<file path="config.mk">
export PLATFORM = sky130hd
export DESIGN_NAME = hazard_fwd_unit
export DESIGN_NICKNAME = d
export VERILOG_FILES = /design/src/rtl/hazard_pkg.sv /design/src/rtl/hazard_scoreboard.sv /design/src/rtl/hazard_fwd_unit.sv
export SDC_FILE = /design/constraint.sdc
export NUM_CORES = 1
export LEC_CHECK = 0
export ABC_AREA = 1
export CAP_MARGIN = 20
export CORE_AREA = 2 2 104 106
export CTS_CLUSTER_SIZE = 16
export DETAILED_ROUTE_END_ITERATION = 10
export DIE_AREA = 0 0 106 108
export PLACE_DENSITY = 0.93
export SLEW_MARGIN = 15
export SYNTH_ARGS = -nofsm -noshare
export SYNTH_HDL_FRONTEND = slang
export SYNTH_SLANG_ARGS = --single-unit
</file>
<file path="constraint.sdc">
create_clock -name clk -period 5.6 [get_ports clk]
set_input_delay 1.12 -clock clk [delete_from_list [all_inputs] [get_ports clk]]
set_output_delay 1.12 -clock clk [all_outputs]
set_load 0.005 [all_outputs]
</file>
<file path="src/rtl/hazard_pkg.sv">
// hazard_pkg: shared constants and helpers for the hazard / forwarding unit.
//   FWD_REG / FWD_WB / FWD_MEM : EX operand mux select encodings.
//   DEF_REG_AW                 : default register address width.
//   field_get()                : extract field <idx> of width <width> from a
//                                packed vector (field 0 in the LSBs).
package hazard_pkg;

  localparam logic [1:0] FWD_REG = 2'b00;
  localparam logic [1:0] FWD_WB  = 2'b01;
  localparam logic [1:0] FWD_MEM = 2'b10;

  localparam int DEF_REG_AW = 5;

  // Widest packed vector / field the helper handles; callers zero-extend
  // their vector to MAX_VEC_W and cast the result down to their field width.
  localparam int MAX_VEC_W   = 64;
  localparam int MAX_FIELD_W = 16;

  function automatic logic [MAX_FIELD_W-1:0] field_get(
    input logic [MAX_VEC_W-1:0] vec,
    input int unsigned          idx,
    input int unsigned          width
  );
    logic [MAX_VEC_W-1:0]   shifted;
    logic [MAX_FIELD_W-1:0] mask;
    shifted = vec >> (idx * width);
    mask    = ~({MAX_FIELD_W{1'b1}} << width);
    return shifted[MAX_FIELD_W-1:0] & mask;
  endfunction

endpackage

</file>
<file path="src/rtl/hazard_scoreboard.sv">
// hazard_scoreboard: pending-writeback bits for long-latency operations.
//   clk, rst          : clock, synchronous active-high reset.
//   mc_issue/mc_rd_addr : long-latency op leaves EX, marks its rd busy.
//   mc_done/mc_done_rd  : long-latency result written back, clears its rd.
//   sb_busy           : registered busy bit per architectural register.
//   sb_err            : sticky protocol error (double issue / orphan done).
module hazard_scoreboard #(
  parameter int REG_AW   = hazard_pkg::DEF_REG_AW,
  parameter int NUM_REGS = 32
) (
  input  logic                clk,
  input  logic                rst,
  input  logic                mc_issue,
  input  logic [REG_AW-1:0]   mc_rd_addr,
  input  logic                mc_done,
  input  logic [REG_AW-1:0]   mc_done_rd,
  output logic [NUM_REGS-1:0] sb_busy,
  output logic                sb_err
);
  import hazard_pkg::*;

  logic                issue_v;
  logic                done_v;
  logic                same_rd;
  logic                err_issue;
  logic                err_done;
  logic [NUM_REGS-1:0] busy_next;

  // x0 is never tracked: issues and dones naming x0 are both dropped.
  assign issue_v = mc_issue && (mc_rd_addr != '0);
  assign done_v  = mc_done  && (mc_done_rd != '0);
  assign same_rd = issue_v && done_v && (mc_rd_addr == mc_done_rd);

  // A re-issue to a busy rd is legal only when that rd's done lands in the
  // same cycle; a done for a rd that is not busy is an orphan and is ignored.
  assign err_issue = issue_v && sb_busy[mc_rd_addr] && !same_rd;
  assign err_done  = done_v && !sb_busy[mc_done_rd];

  always_comb begin
    // NOTE: every always_comb output gets a full default first so no path
    // leaves it unassigned and no latch is inferred.
    busy_next = sb_busy;
    if (done_v && sb_busy[mc_done_rd]) busy_next[mc_done_rd] = 1'b0;
    // Set is applied after clear, so a same-rd issue/done pair stays busy.
    if (issue_v) busy_next[mc_rd_addr] = 1'b1;
    busy_next[0] = 1'b0;
  end

  always_ff @(posedge clk) begin
    // NOTE: sequential state uses non-blocking assignments only, so every
    // flop samples the pre-edge values regardless of block ordering.
    if (rst) begin
      // Reset drops in-flight ops; their late dones are flagged as orphans.
      sb_busy <= '0;
      sb_err  <= 1'b0;
    end else begin
      sb_busy <= busy_next;
      if (err_issue || err_done) sb_err <= 1'b1;
    end
  end

endmodule

</file>
<file path="src/rtl/hazard_fwd_unit.sv">
// hazard_fwd_unit: EX operand forwarding selects, ID stall generation and
// long-latency scoreboard for a pipeline with NUM_SRC register sources.
//   clk, rst              : clock, synchronous active-high reset.
//   id_rs_addr/id_rs_used : ID sources (packed, source 0 in LSBs) + valid mask.
//   id_reg_wen/id_rd_addr : ID destination.
//   ex_rs_addr            : EX sources (packed) to be forwarded.
//   ex_reg_wen/ex_mem_read/ex_rd_addr : EX destination, load flag.
//   mem_*/wb_*            : MEM and WB stage writeback ports.
//   mc_issue/mc_rd_addr, mc_done/mc_done_rd : long-latency op tracking.
//   fwd_sel               : per-source 2-bit select (00 RF, 01 WB, 10 MEM).
//   stall_id              : hold IF/ID, bubble into EX.
//   sb_busy, sb_err       : scoreboard state and sticky protocol error.
//   stall_cycles          : saturating count of stalled cycles.
module hazard_fwd_unit #(
  parameter int NUM_SRC  = 2,
  parameter int REG_AW   = hazard_pkg::DEF_REG_AW,
  parameter int NUM_REGS = 32,
  parameter int CNT_W    = 32
) (
  input  logic                      clk,
  input  logic                      rst,
  input  logic [NUM_SRC*REG_AW-1:0] id_rs_addr,
  input  logic [NUM_SRC-1:0]        id_rs_used,
  input  logic                      id_reg_wen,
  input  logic [REG_AW-1:0]         id_rd_addr,
  input  logic [NUM_SRC*REG_AW-1:0] ex_rs_addr,
  input  logic                      ex_reg_wen,
  input  logic                      ex_mem_read,
  input  logic [REG_AW-1:0]         ex_rd_addr,
  input  logic                      mem_reg_wen,
  input  logic [REG_AW-1:0]         mem_rd_addr,
  input  logic                      wb_reg_wen,
  input  logic [REG_AW-1:0]         wb_rd_addr,
  input  logic                      mc_issue,
  input  logic [REG_AW-1:0]         mc_rd_addr,
  input  logic                      mc_done,
  input  logic [REG_AW-1:0]         mc_done_rd,
  output logic [NUM_SRC*2-1:0]      fwd_sel,
  output logic                      stall_id,
  output logic [NUM_REGS-1:0]       sb_busy,
  output logic                      sb_err,
  output logic [CNT_W-1:0]          stall_cycles
);
  import hazard_pkg::*;

  logic [MAX_VEC_W-1:0] id_rs_vec;
  logic [MAX_VEC_W-1:0] ex_rs_vec;
  logic                 mem_fwd_ok;
  logic                 wb_fwd_ok;
  logic                 load_use_ok;
  logic                 load_use_stall;
  logic                 raw_stall;
  logic                 waw_stall;

  assign id_rs_vec = MAX_VEC_W'(id_rs_addr);
  assign ex_rs_vec = MAX_VEC_W'(ex_rs_addr);

  // Stage-level qualifiers shared by every source; x0 is never forwarded.
  assign mem_fwd_ok  = mem_reg_wen && (mem_rd_addr != '0);
  assign wb_fwd_ok   = wb_reg_wen  && (wb_rd_addr  != '0);
  assign load_use_ok = ex_mem_read && ex_reg_wen && (ex_rd_addr != '0);

  hazard_scoreboard #(
    .REG_AW   (REG_AW),
    .NUM_REGS (NUM_REGS)
  ) u_scoreboard (
    .clk        (clk),
    .rst        (rst),
    .mc_issue   (mc_issue),
    .mc_rd_addr (mc_rd_addr),
    .mc_done    (mc_done),
    .mc_done_rd (mc_done_rd),
    .sb_busy    (sb_busy),
    .sb_err     (sb_err)
  );

  // Per-source forwarding select; MEM holds the younger result, so it wins.
  always_comb begin
    logic [REG_AW-1:0] ex_rs;
    fwd_sel = '0;
    for (int i = 0; i < NUM_SRC; i++) begin
      ex_rs = REG_AW'(field_get(ex_rs_vec, i, REG_AW));
      if (mem_fwd_ok && (mem_rd_addr == ex_rs))
        fwd_sel[2*i +: 2] = FWD_MEM;
      else if (wb_fwd_ok && (wb_rd_addr == ex_rs))
        fwd_sel[2*i +: 2] = FWD_WB;
      else
        fwd_sel[2*i +: 2] = FWD_REG;
    end
  end

  // Stall terms look at the registered sb_busy, so a done in this cycle
  // only releases the stall from the next cycle on.
  always_comb begin
    logic [REG_AW-1:0] id_rs;
    load_use_stall = 1'b0;
    raw_stall      = 1'b0;
    for (int i = 0; i < NUM_SRC; i++) begin
      id_rs = REG_AW'(field_get(id_rs_vec, i, REG_AW));
      if (load_use_ok && id_rs_used[i] && (id_rs == ex_rd_addr))
        load_use_stall = 1'b1;
      if (id_rs_used[i] && (id_rs != '0) && sb_busy[id_rs])
        raw_stall = 1'b1;
    end
  end

  assign waw_stall = id_reg_wen && (id_rd_addr != '0) && sb_busy[id_rd_addr];
  assign stall_id  = load_use_stall || raw_stall || waw_stall;

  always_ff @(posedge clk) begin
    if (rst)
      stall_cycles <= '0;
    else if (stall_id && (stall_cycles != {CNT_W{1'b1}}))
      stall_cycles <= stall_cycles + 1'b1;
  end

endmodule
</file>
* After elaboration in Yosys (flattened, before gate mapping) *
Cells that the tools add are included.

word-level totals
  input bits = 61
  bits in registers = 65
  logic and storage cells = 89
  output and inout bits = 70

cells by class
  add/sub/neg operators = 1
  bitwise logic cells = 3
  equality and inequality tests = 8
  muxes and demuxes = 24
  order comparisons = 7
  reductions and logical operators = 42

operators with widths
  operator               count
  $mux 32                2
  $reduce_bool 5->1      8
  $eq 5x5->1             7
  $add 32x1->32 const B  1
  $and 32x32->32         1
  $ne 32x32->1 const B   1
  $not 32->32            1
  $or 32x32->32          1
  $lt 5x6->1 const B     5
  $logic_and 1x1->1      29
  $bmux 1 s5             5
  $mux 1                 13
  $demux 1 s5            2
  $ge 5x1->1 const B     2
  $mux 2                 2
  $logic_or 1x1->1       3
  $logic_not 1->1        2

* Logic depth before layout (Yosys ltp) *
  word-level depth = 9
  mapped depth = 17
  depth with buffers taken out = 16

* Cells and area by module *
From an unflattened synthesis, not the netlist that was laid out.

second synthesis, totals
  cells, all modules = 1074
  area, all modules = 6194.7 um^2

by module, submodules not included
  module             times used  cells each  area each (um^2)  seq. area each (um^2)
  hazard_fwd_unit    1           648         3562.2            640.6
  hazard_scoreboard  1           426         2632.5            640.6

* Worst setup path before layout *
OpenSTA, ideal clock, no wires.

  path type = input to output
  from = in id_rs_addr[5]
  to = out stall_id
  buffers on the path = 4
  arrival time = 2.307 ns
  slack = 2.173 ns
  cell stages on the path = 14
  data required time = 4.480 ns
  path through = buf_6 -> inv_4 -> buf_6 -> nand2_1 -> nand3_1 -> nand2_1 -> nand2_1 -> nand3_1 -> a21oi_1 -> nor2_1 -> nor2_2 -> nand2_4 -> buf_6 -> buf_6

on the way
  word-level cells in the longest chain between the ends = 6
  elaborated cells on any way between the ends = 11
  those cells by class = eq/ne: 1; mux: 4; reduce/logical: 6

RTL lines
  what                                                                      RTL line                RTL
  start, declared                                                           hazard_fwd_unit.sv:22   input logic [NUM_SRC*REG_AW-1:0] id_rs_addr,
  $bmux 1 s5 / $reduce_bool 5->1 (equally long branches)                    hazard_fwd_unit.sv:102  if (id_rs_used[i] && (id_rs != '0) && sb_busy[id_rs])
  $mux 1 (implied by the code) / $logic_and 1x1->1 (equally long branches)  hazard_fwd_unit.sv:102
  $logic_and 1x1->1                                                         hazard_fwd_unit.sv:102
  $mux 1                                                                    hazard_fwd_unit.sv:102
  $logic_or 1x1->1 * (2 in series)                                          hazard_fwd_unit.sv:108  assign stall_id = load_use_stall || raw_stall || waw_stall;
  end, declared                                                             hazard_fwd_unit.sv:39   output logic stall_id,

Every way passes the cells marked *; elsewhere a longest branch is shown, timed or not. The select of a mux whose other input is x is not followed.

* Final worst setup path *
  from = in id_rd_addr[0]
  to = out stall_id

on the way
  word-level cells in the longest chain between the ends = 4
  elaborated cells on any way between the ends = 6
  those cells by class = mux: 2; reduce/logical: 4

RTL lines
  what                                                                      RTL line                RTL
  start, declared                                                           hazard_fwd_unit.sv:25   input logic [REG_AW-1:0] id_rd_addr,
  $bmux 1 s5 / $reduce_bool 5->1 (equally long branches)                    hazard_fwd_unit.sv:107  assign waw_stall = id_reg_wen && (id_rd_addr != '0) && sb_busy[id_rd_addr];
  $mux 1 (implied by the code) / $logic_and 1x1->1 (equally long branches)  hazard_fwd_unit.sv:107
  $logic_and 1x1->1 *                                                       hazard_fwd_unit.sv:107
  $logic_or 1x1->1 *                                                        hazard_fwd_unit.sv:108

Marks and branches as above.

==> results_dict.tcl <==
set metrics [dict create \
    outcome "complete, no violations" \
    p_leak_nw 2.90 \
    netlist_instances 994 \
    p_sw_share_pct 31.2 \
    io-pin-count 131 \
    dpl.hpwl_mm 13.8 \
    r2r_start "stall_cycles[0]" \
    relSlewSlack_pct 20.8 \
    yosys-top-cells-area "dfxtp_1, nand2_1, nand3_1" \
    cts_tree "yes" \
    ant_nets 0 \
    grt_first_pass_wirelength_mm 30.5 \
    cts.sink_count 64 \
    grt_use_total_pct 33.1 \
    crit_start "id_rd_addr[0]" \
    yosys.area.top_type_share_pct 22.8 \
    drc 0 \
    cellPowerDensity_nw_per_um2 158 \
    coreArea_um2 10200 \
    crit_fanout 17 \
    post_cts_buffers 0 \
    r2r-end "stall_cycles[4]" \
    synth.largest_area_cell "dfxtp_1" \
    hold_buffers 0 \
    start_util_pct 54.9 \
    seq_area_frac_synth_pct 22.8 \
    fillers 934 \
    cts-htree-levels 3 \
    grt_max_degree 49 \
    hold_violations 0 \
    critPathKind "in2out" \
    holdCritPathClass "reg2reg" \
    worst_ep_required_time_ns 4.48 \
    ys_ff_latch 64 \
    worst_pin_slew_ns 1.18 \
    clockBufferDepth 2 \
    worstRegToRegCells 16 \
    min_path_cells 2 \
    num_rows 37 \
    final_common_cell "nand2_1" \
    pwr-share-seq_pct 42.1 \
    nets 1164 \
    cp.arrival_ns 3.52 \
    drtIter0Drc 902 \
    final.setup_skew_ns 0.0143 \
    gr-total-overflow 0 \
    wl_per_cell_um 15.6 \
    rsz0062_at_grt "no" \
    fin_hold_ws_ns 0.492 \
    die_y_um 108 \
    min_period_ns 4.64 \
    p_clk_share_pct 34.4 \
    antenna_found_initial 0 \
    yosysUniqueCellTypes 41 \
    synthToLayoutAreaGrowth_pct 25.3 \
    period_share_pct 82.9 \
    regToRegSetupSlack_ns 2.90 \
    die_w_um 106 \
    peakVddDrop_uv 137 \
    gp_congestion 1.06 \
    cts.clk_slew.worst_paths_ns 0.08 \
    post_dp_cell_area_um2 6850 \
    cap_violations 0 \
    avgViaCountPerCell 5.77 \
    vias 7164 \
    layout_common_cells "nand2_1, clkdlybuf4s50_1, nand3_1, nor2_1, inv_1" \
    root_buffer "clkbuf_8" \
    p_comb_share_pct 23.4 \
    first_pass_iters 5 \
    cts_resized 0 \
    fin_tns_setup_ns 0 \
    p_switching_mw 0.349 \
    final_layout_size_suffix_gt1_share_pct 4.79 \
    syn_area_um2 5620 \
    portBuffers 129 \
    dieArea_um2 11400 \
    grt_pass1_vias 6291 \
    worst_setup_path_start_kind "primary input" \
    routed_wl_mm 19.3 \
    fmax_mhz 215 \
    diodes 0 \
    synth_area_per_cell_um2 5.65 \
    min-delay-start "u_scoreboard.sb_busy[18]" \
    final_area_um2 7040 \
    synth_nets 1056 \
    cts_buffers 9 \
    power.internal_mw 0.767 \
    yosys_warnings 0 \
    worstSetupEndpointType "primary output" \
    setup_viol 0 \
    drv_slew 0 \
    hold_end "u_scoreboard.sb_busy[18]" \
    clock_latency_ns 0.35 \
]
## cell usage after synthesis (all sizes together)
cell and instances:
nand4 37, o21ai 31, or3 1, and3 1, xor2 10, dfxtp 64, o22ai 21, inv 121
nor4 6, o21a 1, nor3b 1, ha 1, nand2 321, nor2 115, or4 1, clkinv 1
a22oi 3, a21oi 51, nor3 34, clkbuf 8, o211ai 1, or2 2, a31oi 1, buf 27
a21boi 1, nand3b 2, o221ai 2, nand3 112, xnor2 16, conb 1
## layout make-up
| type | instances | area (um^2) | share of cell area, % |
|---|---|---|---|
| multi-input combinational | 773 | 3620 | 51.5 |
| tap | 136 | 170 | 2.42 |
| inverter | 122 | 465 | 6.61 |
| clock inverter | 6 | 61.3 | 0.871 |
| sequential | 64 | 1280 | 18.2 |
| clock buffer | 9 | 124 | 1.76 |
| timing repair buffer | 132 | 1310 | 18.7 |
## kinds of logic after synthesis
family,synth area share [%]
AOI/OAI and AO/OA,11.5
xor gates and xnor gates,4.05
adders and majority gates,0.223
buffers and inverters,12.7
DFF,22.8
other,0.0668
and+or+nand+nor,48.7
## power by group through the flow
stage | Sequential [mW] | Clock, mW | Combinational, mW
2_1_floorplan | 0.477 | 0 | 0.161
3_3_place_gp | 0.480 | 0 | 0.251
3_5_place_dp | 0.479 | 0 | 0.255
4_1_cts | 0.469 | 0.388 | 0.256
5_1_grt | 0.470 | 0.411 | 0.285
6_report | 0.470 | 0.384 | 0.261
## per-layer routing
layer	share of wire, %	GRT usage [%]
met1	40	44.1
met2	43	51.2
met3	13	7.84
met4	4.1	14.4
met5	0	0
## state kept, by name (all words and copies together) (netlist names)
| signal | count |
|---|---|
| u_scoreboard.sb_busy | 31 |
| stall_cycles | 32 |
| u_scoreboard.sb_err | 1 |
## worst max-delay path, cell delays in order
cell	delay, ns
clkdlybuf4s50_1	0.85
inv_4	0.17
nand2_1	0.11
nand3_1	0.07
a21oi_1	0.16
nor2_1	0.05
nand2_1	0.07
nand2_1	0.05
nor2_1	0.21
nor2_2	0.09
nand2_4	0.07
clkdlybuf4s50_1	0.50
## through the flow
stage	setup WS [ns]	util (%)	cells	total power [mW]
floorplan	2.17	-	994	0.638
global placement	1.03	67.0	1227	0.731
detailed placement	0.998	67.0	1227	0.734
CTS	0.986	68.8	1242	1.11
global route	0.794	68.8	1242	1.17
finish	0.958	68.8	1242	1.12
## how the worst max path moves through the flow
| stage | end | cells after the start |
|---|---|---|
| floorplan | stall_id | 14 |
| global placement | stall_id | 12 |
| detailed placement | stall_id | 12 |
| CTS | stall_id | 12 |
| global route | stall_id | 12 |
| finish | stall_id | 12 |
Power figures use the tool's default switching activity.
